`src/rtl/conv2d_im2col_sched.sv`:
```
// Sequential im2col engine: walks the conv output grid, fetches one image element per
// cycle from the image buffer and hands zero-padded KxK patches to the systolic array.
module conv2d_im2col_sched #(
  parameter int unsigned BITWIDTH      = 8,
  parameter int unsigned IMAGE_WIDTH   = 28,
  parameter int unsigned IMAGE_HEIGHT  = 28,
  parameter int unsigned WEIGHT_WIDTH  = 3,
  parameter int unsigned WEIGHT_HEIGHT = 3,
  parameter int unsigned PADDING       = 0,
  parameter int unsigned STRIDE        = 1,
  parameter int unsigned ADDR_WIDTH    = 10,
  parameter int unsigned IDX_WIDTH     = 10
) (
  input  logic                                            clk,
  input  logic                                            rst,
  input  logic                                            start,
  output logic                                            busy,
  output logic                                            done,
  output logic                                            mem_rd_en,
  output logic [ADDR_WIDTH-1:0]                           mem_rd_addr,
  input  logic [BITWIDTH-1:0]                             mem_rd_data,
  output logic                                            patch_valid,
  input  logic                                            patch_ready,
  output logic [WEIGHT_WIDTH*WEIGHT_HEIGHT*BITWIDTH-1:0]  patch_data,
  output logic [IDX_WIDTH-1:0]                            patch_idx,
  output logic                                            patch_last
);

  localparam int unsigned KK       = WEIGHT_WIDTH * WEIGHT_HEIGHT;
  localparam int unsigned OUT_ROWS = (IMAGE_WIDTH + 2 * PADDING - WEIGHT_WIDTH) / STRIDE + 1;
  localparam int unsigned OUT_COLS = (IMAGE_HEIGHT + 2 * PADDING - WEIGHT_HEIGHT) / STRIDE + 1;
  localparam int unsigned TOTAL    = OUT_ROWS * OUT_COLS;
  localparam int unsigned K_W      = $clog2(KK + 1);
  localparam int unsigned RC_W     = 16;

  typedef enum logic [2:0] {IDLE, FETCH, CAPT, OUT, DONE} state_t;

  state_t                state, state_n;
  logic [K_W-1:0]        k, k_n;
  logic [RC_W-1:0]       r, r_n, c, c_n;
  logic [IDX_WIDTH-1:0]  idx_n;
  logic                  rd_en_d;
  logic                  busy_n, done_n, valid_n, last_n, rd_en_n;
  logic [ADDR_WIDTH-1:0] rd_addr_n;
  logic                  cap_en;
  logic [K_W-1:0]        cap_slot;
  logic [BITWIDTH-1:0]   cap_val;
  logic [31:0]           p, q, pm, pn;

  // State register
  always_ff @(posedge clk) begin
    if (rst) state <= IDLE;
    else     state <= state_n;
  end

  // Next state, walk counters, and next values of the registered outputs
  always_comb begin
    state_n   = state;
    k_n       = k;
    r_n       = r;
    c_n       = c;
    idx_n     = patch_idx;
    rd_addr_n = mem_rd_addr;
    case (state)
      IDLE: begin
        if (start) begin
          state_n = FETCH;
          k_n     = '0;
          r_n     = '0;
          c_n     = '0;
          idx_n   = '0;
        end
      end
      FETCH: begin
        if (k == K_W'(KK - 1)) state_n = CAPT;
        else                   k_n     = k + K_W'(1);
      end
      CAPT: state_n = OUT;
      OUT: begin
        if (patch_valid && patch_ready) begin
          if (patch_last) begin
            state_n = DONE;
          end else begin
            state_n = FETCH;
            k_n     = '0;
            idx_n   = patch_idx + IDX_WIDTH'(1);
            if (c == RC_W'(OUT_COLS - 1)) begin
              c_n = '0;
              r_n = r + RC_W'(1);
            end else begin
              c_n = c + RC_W'(1);
            end
          end
        end
      end
      DONE:    state_n = IDLE;
      default: state_n = IDLE;
    endcase

    // Read issued in the cycle the FSM sits in FETCH with k_n; compares stay on padded coords
    p       = 32'(k_n) / WEIGHT_HEIGHT;
    q       = 32'(k_n) % WEIGHT_HEIGHT;
    pm      = 32'(r_n) * STRIDE + p;
    pn      = 32'(c_n) * STRIDE + q;
    rd_en_n = (state_n == FETCH) &&
              (pm >= PADDING) && (pm < IMAGE_WIDTH + PADDING) &&
              (pn >= PADDING) && (pn < IMAGE_HEIGHT + PADDING);
    if (rd_en_n) rd_addr_n = ADDR_WIDTH'((pm - PADDING) * IMAGE_HEIGHT + (pn - PADDING));

    busy_n  = (state_n == FETCH) || (state_n == CAPT) || (state_n == OUT);
    done_n  = (state_n == DONE);
    valid_n = (state_n == OUT);
    last_n  = (state_n == OUT) && (idx_n == IDX_WIDTH'(TOTAL - 1));

    // Slot k-1 lands one cycle after its read; skipped reads become zero
    cap_en   = ((state == FETCH) && (k != '0)) || (state == CAPT);
    cap_slot = (state == CAPT) ? K_W'(KK - 1) : (k - K_W'(1));
    cap_val  = rd_en_d ? mem_rd_data : '0;
  end

  // Counters, registered outputs and patch assembly
  always_ff @(posedge clk) begin
    if (rst) begin
      k           <= '0;
      r           <= '0;
      c           <= '0;
      patch_idx   <= '0;
      busy        <= 1'b0;
      done        <= 1'b0;
      mem_rd_en   <= 1'b0;
      mem_rd_addr <= '0;
      rd_en_d     <= 1'b0;
      patch_valid <= 1'b0;
      patch_last  <= 1'b0;
      patch_data  <= '0;
    end else begin
      k           <= k_n;
      r           <= r_n;
      c           <= c_n;
      patch_idx   <= idx_n;
      busy        <= busy_n;
      done        <= done_n;
      mem_rd_en   <= rd_en_n;
      mem_rd_addr <= rd_addr_n;
      rd_en_d     <= mem_rd_en;
      patch_valid <= valid_n;
      patch_last  <= last_n;
      for (int s = 0; s < KK; s++) begin
        if (cap_en && (cap_slot == K_W'(s)))
          patch_data[KK*BITWIDTH-1 - s*BITWIDTH -: BITWIDTH] <= cap_val;
      end
    end
  end

endmodule

```
`config.mk`:
```
export PLATFORM = sky130hd
export DESIGN_NAME = conv2d_im2col_sched
export DESIGN_NICKNAME = d
export VERILOG_FILES = /design/src/rtl/conv2d_im2col_sched.sv
export SDC_FILE = /design/constraint.sdc
export NUM_CORES = 1
export LEC_CHECK = 0
export BUFFER_PORTS_ARGS = -buffer_cell sky130_fd_sc_hd__buf_2
export CAP_MARGIN = 20
export CORE_MARGIN = 4
export CORE_UTILIZATION = 55
export DETAILED_ROUTE_END_ITERATION = 8
export PLACE_DENSITY = 0.79
export SLEW_MARGIN = 0
export SYNTH_ARGS = -nofsm -noshare
export SYNTH_HDL_FRONTEND = slang
export SYNTH_SLANG_ARGS = --single-unit
```
`constraint.sdc`:
```
create_clock -name clk -period 13.2 [get_ports clk]
set_clock_uncertainty 0.1 [all_clocks]
set_input_delay 2.64 -clock clk [delete_from_list [all_inputs] [get_ports clk]]
set_output_delay 2.64 -clock clk [all_outputs]
set_load 0.03 [all_outputs]
```
==> results of run 1 <==
## tightest hold or removal path: stages (launching register included)
cell	delay [ps]
dfxtp_1	320
mux2i_1	60
nor2_1	70
## synth_stat cells, types with 7 or more instances
library cell / instances / area [µm²]
and3_1: 21 / 131.4
xnor2_1: 26 / 227.7
a31o_1: 10 / 87.58
o21a_1: 7 / 52.55
dfxtp_1: 137 / 2743
nand3_1: 26 / 130.1
nor2_1: 140 / 525.5
a21oi_1: 59 / 295.3
nor2b_1: 34 / 212.7
nor3_1: 15 / 75.07
nand2_1: 68 / 255.2
a31oi_1: 17 / 106.4
nor3b_1: 7 / 52.55
clkbuf_1: 39 / 146.4
o21ai_0: 55 / 275.3
buf_2: 7 / 35.03
fa_1: 9 / 180.2
a21o_1: 14 / 105.1
inv_1: 51 / 191.4
mux2i_1: 75 / 750.7
ha_1: 44 / 550.5
nand4_1: 17 / 106.4
and2_1: 15 / 93.84
xor2_1: 13 / 113.9
nand2b_1: 11 / 68.82
nor4_1: 13 / 81.33
buf_1: 11 / 41.29
## flip-flops by register name, summed over array words and instances, names as in the netlist
signal and count:
busy 1, c 16, done 1, k 4, mem_rd_addr 10, mem_rd_en 1, patch_data 72, patch_idx 10
patch_last 1, patch_valid 1, r 16, rd_en_d 1, state 3
## worst paths after layout
path / from / endpoint / slack, ps / cells past startpoint
worst max-delay path: patch_ready / mem_rd_addr[9] / 2670 / 33
worst min register to register: patch_data[18] / patch_data[18] / 390 / 2
worst min-delay path: patch_data[18] / patch_data[18] / 390 / 2
worst max register to register: state[2] / mem_rd_addr[9] / 4270 / 33
## placed cells by master (no fill, tap or decap), drive strengths merged, types with 15 or more instances in the layout
cell,count
a21oi,59
a31o,15
a31oi,17
and2,16
and3,21
buf,117
clkbuf,18
dfxtp,137
ha,44
inv,57
mux2i,75
nand2,68
nand3,26
nand4,17
nor2,141
nor2b,34
nor3,15
o21ai,56
xnor2,26
## per-layer routing
metal | global-route usage (%) | up-vias | share of wire (%)
li1 | - | 3928 | -
met1 | 31.69 | 3799 | 43
met2 | 41.39 | 288 | 48
met3 | 4.532 | 45 | 6.5
met4 | 8.800 | 0 | 2.5
met5 | 0 | - | 0
## cells by family (layout without fill, tap and decap cells)
family                   Yosys count  in the layout
AND/OR/NAND/NOR                  410            410
AO/OA/AOI/OAI                    229            229
flip-flops                       137            137
buffers and inverters            110            200
multiplexers                      78             78
adder cells (fa/ha/maj)           53             53
XOR/XNOR                          39             39
## per-stage QoR
stage,instance area [µm²],hold WS (ps)
after floorplan,8627,395.2
after global routing,9910,421.9
final,9910,394.6
after detailed placement,9255,376.4
after global placement,9255,367.6
after CTS,9902,393.1
## cell type report
cell class / count / area [µm²]
clock inverter: 14 / 207.7
fill: 1293 / 5349
tap: 211 / 264.0
clock buffer: 18 / 439.2
multi-input combinational: 809 / 5454
inverter: 51 / 191.4
timing repair buffer: 117 / 610.6
sequential: 137 / 2743
## power groups by stage
stage          combinational [mW]  clock (mW)  sequential [mW]
3_5_place_dp               0.0627           0            0.429
4_1_cts                    0.0631       0.523            0.420
6_report                   0.0640       0.518            0.420
3_3_place_gp               0.0621           0            0.429
5_1_grt                    0.0699       0.541            0.421
2_1_floorplan              0.0474           0            0.431
==> run_results.csv, run 1 <==
group,metric,value,unit
synthesis,yosys-mux-area-fraction,9.094,%
clocking,hold_buffers,0,
setup_path,critPathArrivalTime,10770,ps
synthesis,synth_ff_type,"dfxtp_1",
setup_path,crit_family,"adder cells",
min_path,hp-class,"register to register",
layout,fin_util,64.94,%
floorplanning,pin_count,109,
routing,wl,22700,µm
routing,avgViaCountPerCell,5.940,
layout,n_antenna_cell,0,
sta,rsz0062_at_grt,"no",
grt,grt_pass1_wl,36100,µm
setup_path,required,13440,ps
power_and_ir_drop,p_int,0.7626,mW
floorplanning,die_h,133.2,µm
placement,portBuffers,108,
clocking,clkSinkCount,137,
synthesis,synth_compound_area_share,17.30,%
placement,place_inst,1324,
sta,slew_headroom,27.65,%
run,cap_viol_max_count,0,
setup_path,max_stage_delay,650,ps
clocking,cts_setup_buffers,0,
grt,first_global_vias,7282,
power_and_ir_drop,leakagePower,4.417,nW
clocking,cts_max_path_buffers,2,
clocking,htree_levels,4,
placement,dp_hpwl,16400,µm
clocking,ctsRootBufferMaster,"clkbuf_16",
sta,period_minus_slack,10530,ps
routing,vias,8060,
synthesis,synth_cell_type_count,78,
placement,place_ws,2298,ps
synthesis,synthCells,1056,
routing,wl_per_cell,16.73,µm
routing,drcViolationCount,0,
sta,fmax,0.09496,GHz
setup_path,end_kind,"register",
routing,ant_nets,0,
clocking,cts_tree,"built",
power_and_ir_drop,ir_worst_vdd,0.08846,mV
synthesis,synth_nets,1121,
sta,tightest_slew,1083,ps
floorplanning,die_area,17750,µm²
grt,grt_usage,24.59,%
routing,drt_first_pass_iters,5,
setup_path,crit_path_start_kind,"primary input",
sta,setup_slack,2669,ps
power_and_ir_drop,combPwrFrac,6.4,%
power_and_ir_drop,power,1.003,mW
synthesis,synth_top_family_by_area,"simple AND/OR/NAND/NOR gates",
synthesis,synthesis.yosys.warnings,0,
layout,final_net_count,1198,
clocking,cts_resized,0,
floorplanning,design.core.area,15260,µm²
grt,overflow,0,
placement,gp_congestion,0.8946,
layout,synthToLayoutAreaGrowth,14.87,%
synthesis,synthSimpleGateAreaFrac,24.32,%
power_and_ir_drop,p_sw,0.2400,mW
setup_path,worst-path-max-fanout,12,
routing,dr.first_iter.drc_count,584,
power_and_ir_drop,clockPowerShare,51.7,%
clocking,numCtsBuffers,17,
floorplanning,rows,45,
setup_path,crit_type,"primary input to register",
clocking,path_clk_slew,60,ps
status,status,"finished, final reports clean",
grt,grt_max_degree,74,
power_and_ir_drop,power.density,101.2,nW/µm²
synthesis,synth-adder-area-share,8.470,%
sta,fin_setup_tns,0,ps
synthesis,avgSynthCellArea,8.170,µm²
synthesis,synth_edf_count,0,
sta,hold_viol_final,0,
synthesis,seq_area_frac_synth,31.79,%
synthesis,syn_area,8627,µm²
layout,finalNonFillerCells,1357,
synthesis,synth_seq_cells,137,
power_and_ir_drop,p_sw_share,23.94,%
sta,drv_slew,0,
sta,period_share,79.78,%
power_and_ir_drop,seqPwrFrac,41.9,%
synthesis,synth_xor_area_share,3.959,%
layout,drive_above_1_share,15.53,%
grt,antenna_found_initial,0,
sta,setup_viol,0,
floorplanning,start_util,56.54,%
synthesis,async_reset_ff_share,0,%
floorplanning,die_width,133.2,µm
setup_path,crit_slowest_cell,"a21oi_1",
setup_path,critical_path_buf_inv_count,5,
clocking,clk_latency,420,ps
No activity file was read; power rests on OpenSTA's default activity.
==> run 2: changes to the inputs <==
--- a/config.mk
+++ b/config.mk
@@ -5,6 +5,7 @@
 export SDC_FILE = /design/constraint.sdc
 export NUM_CORES = 1
 export LEC_CHECK = 0
+export ABC_AREA = 1
 export BUFFER_PORTS_ARGS = -buffer_cell sky130_fd_sc_hd__buf_2
 export CAP_MARGIN = 20
 export CORE_MARGIN = 4
==> constraint.sdc (replaced) <==
create_clock -name clk -period 9.7 [get_ports clk]
set_clock_uncertainty 0.1 [all_clocks]
set_input_delay 1.94 -clock clk [delete_from_list [all_inputs] [get_ports clk]]
set_output_delay 1.94 -clock clk [all_outputs]
set_load 0.03 [all_outputs]
==> run_results.csv, run 2 <==
group,metric,value,unit
grt,grt_usage,27.97,%
sta,fmax,0.1204,GHz
sta,setup_viol,0,
layout,most-common-layout-cells,"273 x nand2_1, 164 x inv_1, 151 x nor2_1",
floorplanning,die_h,136.5,µm
routing,avgViaCountPerCell,5.516,
routing,drcViolationCount,0,
synthesis,avgSynthCellArea,6.772,µm²
routing,vias,9156,
layout,final_net_count,1496,
synthesis,synthSimpleGateAreaFrac,32.34,%
sta,hold_viol_final,0,
min_path,hold_depth,2,
power_and_ir_drop,leakagePower,5.061,nW
synthesis,synth-adder-area-share,8.046,%
routing,drt_first_pass_iters,9,
clocking,hold_buffers,0,
setup_path,timing.rr.start,"state[0]",
placement,dp_hpwl,18670,µm
sta,fin_setup_tns,0,ps
sta,slew_headroom,33.59,%
grt,grt_use_met3,5.551,%
clocking,clk_latency,430,ps
layout,fill_cells,1415,
setup_path,r2r-end,"mem_rd_addr[9]",
floorplanning,pin_count,109,
floorplanning,design.core.area,16060,µm²
synthesis,seq_area_frac_synth,30.20,%
grt,first_global_vias,8601,
clocking,numCtsBuffers,17,
run,cap_viol_max_count,0,
grt,antenna_found_initial,0,
clocking,cts_resized,0,
sta,rsz0062_at_grt,"no",
routing,wl_per_cell,15.17,µm
power_and_ir_drop,power.density,127.5,nW/µm²
min_path,hold_start,"mem_rd_en",
power_and_ir_drop,clockPowerShare,50.5,%
sta,setup_slack,1394,ps
synthesis,synth_most_common_cell,"nand2_1",
setup_path,worst-path-max-fanout,12,
clocking,cts_tree,"built",
setup_path,required,9880,ps
power_and_ir_drop,p_int,0.9384,mW
layout,top_register,"patch_data",
layout,final_common_cell,"nand2_1",
grt,grt_pass1_wl,42060,µm
min_path,hold_end,"rd_en_d",
floorplanning,start_util,56.55,%
synthesis,async_reset_ff_share,0,%
synthesis,synth_compound_area_share,16.00,%
synthesis,synth_nets,1406,
synthesis,synth_seq_cells,137,
floorplanning,die_width,136.5,µm
synthesis,synth_xor_area_share,3.954,%
placement,gp_congestion,0.9470,
setup_path,crit_slowest_cell,"fa_1",
grt,overflow,0,
clocking,htree_levels,4,
routing,ant_nets,0,
clocking,path_clk_slew,70,ps
power_and_ir_drop,p_sw,0.3804,mW
floorplanning,die_area,18630,µm²
synthesis,syn_area,9081,µm²
status,status,"finished, final reports clean",
setup_path,crit_type,"primary input to register",
setup_path,max_stage_delay,480,ps
layout,drive_above_1_share,14.68,%
setup_path,end_kind,"register",
layout,top_regs,"patch_data x72, c x16, r x16",
power_and_ir_drop,combPwrFrac,6.3,%
sta,period_minus_slack,8306,ps
power_and_ir_drop,ir_worst_vdd,0.1167,mV
synthesis,synth_top_family_by_area,"simple AND/OR/NAND/NOR gates",
routing,dr.first_iter.drc_count,735,
layout,n_antenna_cell,0,
grt,grt_max_degree,77,
placement,portBuffers,108,
setup_path,critPathArrivalTime,8490,ps
synthesis,synth_cell_type_count,53,
setup_path,reg2reg_depth,40,
grt,grtUsageMet2,44.50,%
clocking,cts_setup_buffers,0,
clocking,cts_max_path_buffers,2,
placement,place_ws,1022,ps
synthesis,synthesis.yosys.warnings,0,
clocking,ctsRootBufferMaster,"clkbuf_16",
sta,tightest_slew,992.5,ps
power_and_ir_drop,seqPwrFrac,43.2,%
setup_path,path_common_cell,"inv_1",
synthesis,synth_top_area_cell,"dfxtp_1",
synthesis,netlist.area_leader.share,30.20,%
synthesis,synth.area.top_cells,"dfxtp_1 30%, nand2_1 11%, inv_1 6.8%",
routing,wl,25180,µm
min_path,hp-class,"register to register",
setup_path,crit_path_start_kind,"primary input",
synthesis,synth_ff_type,"dfxtp_1",
clocking,clkSinkCount,137,
grt,busiest_layer,"met2",
synthesis,yosys-top-cells-count,"273 x nand2_1, 164 x inv_1, 152 x nor2_1",
synthesis,synthCells,1341,
synthesis,yosys-mux-area-fraction,0,%
setup_path,regToRegSetupSlack,2420,ps
layout,synthToLayoutAreaGrowth,13.89,%
floorplanning,rows,46,
grt,globalRouteMet1Util,38.15,%
synthesis,synth_edf_count,0,
sta,drv_slew,0,
power_and_ir_drop,p_sw_share,28.84,%
layout,largest_reg_flops,72,
sta,period_share,85.62,%
[run 2: cells by family after synthesis]
logic type                 after synthesis
adders and majority gates               53
and+or+nand+nor                        631
xor gates and xnor gates                41
AOI/OAI and AO/OA                      262
buffers and inverters                  217
DFF                                    137
[run 2: through the flow]
step                total power [mW]  std cells  hold WS, ps  area (µm²)  utilization [%]
CTS                            1.323       1660        333.4       10340            64.41
floorplan                     0.6419       1341        380.4        9081                -
global placement              0.6639       1628        317.5        9726            60.57
global route                   1.361       1660        361.8       10340            64.41
finish                         1.319       1660        336.6       10340            64.41
detailed placement            0.6642       1628        321.3        9726            60.57
[run 2: worst max path at each step]
stage | depth (start not counted) | endpoint | slack [ps] | startpoint
after floorplan | 39 | mem_rd_addr[9] | 2050 | patch_ready
after global placement | 39 | mem_rd_addr[9] | 1260 | patch_ready
after detailed placement | 39 | mem_rd_addr[9] | 1020 | patch_ready
after CTS | 39 | mem_rd_addr[9] | 1460 | patch_ready
after global routing | 39 | mem_rd_addr[9] | 770 | patch_ready
final | 39 | mem_rd_addr[9] | 1390 | patch_ready
[run 2: routing by layer]
metal  share of wire, %  wire length, µm  vias up
met1                 46            11560     4207
met4                2.2              558        0
li1                   -                -     4624
met3                6.3             1577       41
met2                 46            11490      284
met5                  0                0        -
[run 2: power by group through the flow]
| stage | clock network (mW) | registers [mW] | logic [mW] |
|---|---|---|---|
| 4_1_cts | 0.671 | 0.569 | 0.0827 |
| 3_5_place_dp | 0 | 0.582 | 0.0821 |
| 6_report | 0.666 | 0.569 | 0.0831 |
| 2_1_floorplan | 0 | 0.586 | 0.0561 |
| 5_1_grt | 0.700 | 0.570 | 0.0917 |
| 3_3_place_gp | 0 | 0.582 | 0.0819 |
[run 2: worst max-delay path: cells and delay by family]
family / cells / cell delay [ps]
adder cells (fa/ha/maj): 8 / 2730
AND/OR/NAND/NOR: 15 / 1910
buffers and inverters: 9 / 710
XOR/XNOR: 3 / 650
AO/OA/AOI/OAI: 4 / 530
[run 2: area by class of cell]
class / instances / area, µm² / share of cell area (%)
Clock buffer: 17 / 425.4 / 4.113
Clock inverter: 15 / 191.4 / 1.851
Inverter: 177 / 668.1 / 6.460
Multi-Input combinational cell: 987 / 5482 / 53.00
Sequential cell: 137 / 2743 / 26.52
Tap cell: 216 / 270.3 / 2.613
Timing Repair Buffer: 111 / 563.0 / 5.444
